## config.mk

```make
export PLATFORM = sky130hd
export DESIGN_NAME = serial_word_receiver
export DESIGN_NICKNAME = d
export VERILOG_FILES = /design/src/rtl/serial_word_receiver_pkg.sv /design/src/rtl/serial_word_receiver_rx_bit_counter.sv /design/src/rtl/serial_word_receiver.sv
export SDC_FILE = /design/constraint.sdc
export NUM_CORES = 1
export LEC_CHECK = 0
export ABC_AREA = 1
export CORE_UTILIZATION = 45
export CTS_BUF_LIST = sky130_fd_sc_hd__clkbuf_2
export DETAILED_ROUTE_END_ITERATION = 7
export DONT_BUFFER_PORTS = 1
export PLACE_DENSITY_LB_ADDON = 0.3
export SLEW_MARGIN = 20
export SYNTH_ARGS = -nofsm -noshare
export SYNTH_HDL_FRONTEND = slang
export SYNTH_HIERARCHICAL = 1
export SYNTH_SLANG_ARGS = --single-unit
```

## constraint.sdc

```tcl
create_clock -name CLK -period 4.7 [get_ports CLK]
set_clock_uncertainty 0.1 [all_clocks]
set_input_delay 0.94 -clock CLK [delete_from_list [all_inputs] [get_ports CLK]]
set_output_delay 0.94 -clock CLK [all_outputs]
set_load 0.005 [all_outputs]
```

## src/rtl/serial_word_receiver_pkg.sv

```systemverilog
// Shared definitions for the serial word receiver and its future word-source counterpart.
package serial_word_receiver_pkg;

    typedef enum logic {
        ST_IDLE  = 1'b0,
        ST_SHIFT = 1'b1
    } rxState_t;

    localparam int DEFAULT_WIDTH = 4;
    localparam int CNT_W         = $clog2(DEFAULT_WIDTH + 1);

    function automatic int cntWidth(input int width);
        return $clog2(width + 1);
    endfunction

endpackage

```

## src/rtl/serial_word_receiver_rx_bit_counter.sv

```systemverilog
// Loadable bit counter; terminal flags the edge that samples the last bit of a word.
module rx_bit_counter #(
    parameter int WIDTH = 4,
    parameter int CNT_W = 3
) (
    input  logic CLK,
    input  logic RST,
    input  logic load,
    input  logic clear,
    input  logic inc,
    input  logic bitValid,
    output logic terminal
);

    logic [CNT_W-1:0] count;

    // Load starts a word at one bit; completion clears back to zero.
    always_ff @(posedge CLK or negedge RST) begin
        if (!RST) begin
            count <= '0;
        end else if (load) begin
            count <= CNT_W'(1);
        end else if (clear) begin
            count <= '0;
        end else if (inc) begin
            count <= count + CNT_W'(1);
        end
    end

    assign terminal = bitValid && (count == CNT_W'(WIDTH - 1));

endmodule

```

## src/rtl/serial_word_receiver.sv

```systemverilog
// MSB-first serial-to-parallel word receiver with valid/ready output and overrun/resync flags.
module serial_word_receiver
    import serial_word_receiver_pkg::*;
#(
    parameter int WIDTH = 4
) (
    input  logic             CLK,
    input  logic             RST,
    input  logic             SerialIn,
    input  logic             BitValid,
    input  logic             Start,
    input  logic             WordReady,
    input  logic             ClearOvr,
    output logic [WIDTH-1:0] Word,
    output logic             WordValid,
    output logic             Overrun,
    output logic             FrameErr
);

    localparam int CntW = cntWidth(WIDTH);

    rxState_t         state;
    logic [WIDTH-1:0] shiftReg;
    logic [WIDTH-1:0] newWord;
    logic [WIDTH-1:0] firstBit;
    logic             terminal;
    logic             inShift;
    logic             complete;

    assign inShift  = (state == ST_SHIFT);
    assign newWord  = {shiftReg[WIDTH-2:0], SerialIn};
    assign firstBit = {{(WIDTH-1){1'b0}}, SerialIn};
    // A Start bit always restarts framing, so it can never complete a word.
    assign complete = inShift && BitValid && !Start && terminal;

    rx_bit_counter #(
        .WIDTH (WIDTH),
        .CNT_W (CntW)
    ) u_counter (
        .CLK      (CLK),
        .RST      (RST),
        .load     (BitValid && Start),
        .clear    (complete),
        .inc      (inShift && BitValid && !Start),
        .bitValid (BitValid),
        .terminal (terminal)
    );

    always_ff @(posedge CLK or negedge RST) begin
        if (!RST) begin
            state     <= ST_IDLE;
            shiftReg  <= '0;
            Word      <= '0;
            WordValid <= 1'b0;
            Overrun   <= 1'b0;
            FrameErr  <= 1'b0;
        end else begin
            FrameErr <= 1'b0;
            if (ClearOvr) begin
                Overrun <= 1'b0;
            end

            case (state)
                ST_IDLE: begin
                    if (BitValid && Start) begin
                        shiftReg <= firstBit;
                        state    <= ST_SHIFT;
                    end
                end
                ST_SHIFT: begin
                    if (BitValid) begin
                        if (Start) begin
                            shiftReg <= firstBit;
                            FrameErr <= 1'b1;
                        end else begin
                            shiftReg <= newWord;
                            if (terminal) begin
                                state <= ST_IDLE;
                            end
                        end
                    end
                end
                default: state <= ST_IDLE;
            endcase

            // Overrun set is written after the clear so that it wins on a shared edge.
            if (complete) begin
                if (!WordValid || WordReady) begin
                    Word      <= newWord;
                    WordValid <= 1'b1;
                end else begin
                    Overrun <= 1'b1;
                end
            end else if (WordValid && WordReady) begin
                WordValid <= 1'b0;
            end
        end
    end

endmodule

```

-- Word-level counts from Yosys, hierarchy flattened
Cells that the tools add are included.
- add/subtract/negate cells: 1
- $mul: 0
- divide/modulo/power cells: 0
- magnitude comparators: 0
- equality and inequality tests: 4
- shift operators: 0
- mux-type cells: 21
- bitwise gates (word level): 1
- reduce and logical (&&, ||, !) cells: 14
- operators by type and width (operator ; count):
    $mux 3 ; 6
    $mux 1 ; 13
    $logic_and 1x1->1 ; 6
    $pmux 3 s2 ; 1
    $reduce_and 2->1 ; 3
    $ne 2x1->1 const B ; 2
    $add 3x1->3 const B ; 1
    $eq 3x2->1 const B ; 1
    $reduce_bool 3->1 ; 1
    $logic_not 1->1 ; 2
    $ne 2x2->1 const B ; 1
    $pmux 1 s2 ; 1
    $reduce_bool 2->1 ; 1
    $logic_or 1x1->1 ; 1
    $not 1->1 ; 1
- register bits after elaboration: 14
- latch bits: 0
- bits in writable memories: 0
- bits in read-only memories: 0
- input port bits: 7
- output and inout port bits: 7
- logic and storage cells: 48
- memories kept: 0

-- Longest topological paths before layout
- depth after elaboration: 6
- mapped depth: 9
- depth with buffers taken out: 9

-- By module
Netlist, hierarchy kept.
- modules (own cells, without submodules) (module ; instances ; cells each ; area an instance (um^2) ; sequential area each (um^2)):
    serial_word_receiver ; 1 ; 51 ; 479.2 ; 275.3
    rx_bit_counter ; 1 ; 24 ; 173.9 ; 75.1

-- Worst setup path after synthesis
No wires, ideal clock.
- kind: input-to-reg
- from: in BitValid
- to: reg u_counter.count[1]
- arrival: 1.524 ns
- slack: 2.957 ns
- cell stages on the path: 7
- path through: nand2_2 -> nor2_8 -> nand2_2 -> inv_1 -> nor2_1 -> o21ai_0 -> nor2_1
- longest elaborated chain between the ends: 5
- RTL lines (item ; RTL line ; RTL):
    start: declaration ; serial_word_receiver.sv:10 ; input logic BitValid,
    $logic_and 1x1->1 (2 in a row) ; serial_word_receiver.sv:34 ; assign complete = inShift && BitValid && !Start && terminal;
    $logic_and 1x1->1 (*) ; serial_word_receiver.sv:34 ;
    net complete ; serial_word_receiver.sv:28 ; logic complete;
    $mux 3 ; serial_word_receiver_rx_bit_counter.sv:23 ; end else if (clear) begin
    $mux 3 ; serial_word_receiver_rx_bit_counter.sv:21 ; end else if (load) begin
    end signal: assignment ; serial_word_receiver_rx_bit_counter.sv:26 ; count <= count + CNT_W'(1);
    end: declaration ; serial_word_receiver_rx_bit_counter.sv:15 ; logic [CNT_W-1:0] count;
The timed path passes the listed nets; every way through them passes the cells marked *.
A chain may end at the register's enable or synchronous reset.

-- Final worst setup path
- from: reg Word[2]
- to: out Word[2]
- RTL lines (item ; RTL line ; RTL):
    start: declaration ; serial_word_receiver.sv:14 ; output logic [WIDTH-1:0] Word,
    start signal: assignment ; serial_word_receiver.sv:89 ; Word <= newWord;
No word-level cell between the ends.

==> results.py <==
metrics = {
    "timing": {
        "finalSetupTns_ns": 0,
        "slew_headroom_pct": 80.6,
        "finalHoldViolCount": 0,
        "tightest_slew_ns": 0.291,
        "fmax_ghz": 0.579,
        "whs_ns": 0.249,
        "min_period_ns": 1.73,
        "slew_violations": 0,
        "post-route-period-util_pct": 36.8,
        "setup_viol": 0,
        "rsz0062_at_grt": "false",
    },
    "floorplanning": {
        "initial_utilization_pct": 49.6,
        "rows": 13,
        "core-area_um2": 1320,
        "die_h_um": 40.1,
        "die_w_um": 40.1,
        "dieArea_um2": 1610,
        "io_pins": 14,
    },
    "power_and_ir_drop": {
        "ir_drop_v": 0.000164,
        "p_per_area_nw_per_um2": 377,
        "power.leakage_uw": 0.000399,
        "total_power_uw": 261,
    },
    "clock_network": {
        "cts.sinks": 14,
        "cts_resized": 0,
        "post_cts_buffers": 0,
        "clockBufferDepth": 2,
        "clk_latency_ns": 0.26,
        "cts_tree": "done",
        "cts_buffers": 3,
        "path_clk_slew_ns": 0.13,
        "clockRootBuffer": "clkbuf_2",
        "cts_hold_buf": 0,
        "htreeDepth": 1,
    },
    "grt": {
        "busiest_layer": "met2",
        "grt_pass1_wl_mm": 1.63,
        "grt.total_usage_pct": 16.4,
        "met1_usage_pct": 21.6,
        "use_met3_pct": 5.00,
        "grt-ovfl-total": 0,
        "grt_start_max_net_pins": 15,
        "use_met2_pct": 23.0,
        "grt_pass1_vias": 391,
        "antenna_found_initial": 0,
    },
    "routing": {
        "remaining_drc_errors": 0,
        "wl_per_cell_um": 11.3,
        "drtIter0Drc": 15,
        "via_per_inst": 5.06,
        "ant_nets": 0,
        "vias": 476,
        "dr.pass1.iters": 4,
        "routed_wl_mm": 1.07,
    },
    "synth": {
        "synth_cell_types": 13,
        "yosys_warnings": 6,
        "synth-seq-area-share_pct": 53.6,
        "avgSynthCellArea_um2": 8.71,
        "synthCells": 75,
        "syn_nets": 84,
        "syn_area_um2": 653,
        "yosys_register_bits": 14,
    },
    "worst_setup_path": {
        "endpoint_kind": "primary output",
        "crit_type": "reg -> out",
        "crit_required_ns": 3.66,
        "r2r_start": "u_counter/count[0]",
        "cp-start-kind": "flop",
        "r2r_slack_ns": 3.05,
        "path_max_fanout": 2,
        "worstSetupStartpoint": "Word[2]",
        "crit_arrival_ns": 0.69,
    },
    "cells_and_area": {
        "num_antenna_cells": 0,
        "seq_area_um2": 350,
        "area_delta_synth_final_pct": 5.75,
        "final_cell_mix": "nand2_1 (28), dfrtp_1 (14), inv_1 (10)",
        "final_nets": 89,
        "drive_gt1_share_pct": 11.4,
        "n_fill_cell": 107,
        "final_common_cell": "nand2_1",
        "multi_input_area_um2": 262,
    },
    "place": {
        "hpwlAfterDp_um": 780,
        "io_buffers": 0,
        "gp_congestion": 0.808,
    },
    "job": {
        "maxCapViolations": 0,
    },
    "outcome": {
        "status": "finished, final reports clean",
    },
    "worst_hold_path": {
        "min_path_type": "in -> async",
    },
}
cell type report:
type / instances / area share [%]
sequential: 14 / 50.7
multi-input combinational: 50 / 37.9
inverter: 11 / 5.98
tap: 15 / 2.72
clock buffer: 3 / 2.17
clock inverter: 1 / 0.543
synthesized netlist by cell type, drive strengths merged:
master | instances | share of area [%]
dfrtp | 14 | 54
inv | 11 | 6.3
nand2 | 30 | 18
nand3 | 5 | 5.7
nand4 | 4 | 3.8
ha | 2 | 3.8
nor2 | 7 | 6.5
o21ai | 2 | 2.1
flip-flops by register name (all words and copies together), names as in the netlist:
register         flops
u_counter/count      3
WordValid            1
FrameErr             1
shiftReg             3
Word                 4
inShift              1
Overrun              1
where the power goes:
group	switching (uW)	internal [uW]
sequential	16.0	142
combinational	29.1	18.2
clock	36.6	18.5
through the flow:
stage	instances	cell area, um2	setup slack (ns)	utilization (%)
2_1_floorplan	75	653	2.96	-
3_3_place_gp	90	672	2.89	51.0
3_5_place_dp	90	672	2.87	51.0
4_1_cts	94	691	2.95	52.4
5_1_grt	94	691	2.91	52.4
6_report	94	691	2.97	52.4
logic make-up after synthesis:
family          synth area share, %
flops                          53.6
simple gates                   34.1
buf+inv                        6.32
compound gates                 2.11
fa+ha+maj                      3.83
path summary, 6_finish.rpt:
path                                            to  cells past startpoint
worst max-delay path                       Word[2]                      0
worst min-delay path                       Word[0]                      0
worst max register to register  u_counter/count[1]                      9
worst min register to register             Word[3]                      2
max in group asynchronous       u_counter/count[0]                      0
min in group CLK                           Word[3]                      2
per-layer routing:
| layer | up-vias | part of all wire, % |
|---|---|---|
| met2 | 19 | 45 |
| met5 | - | 0 |
| met3 | 2 | 6.7 |
| li1 | 240 | - |
| met1 | 215 | 47 |
| met4 | 0 | 1.0 |
No activity file was read; power rests on OpenSTA's default activity.
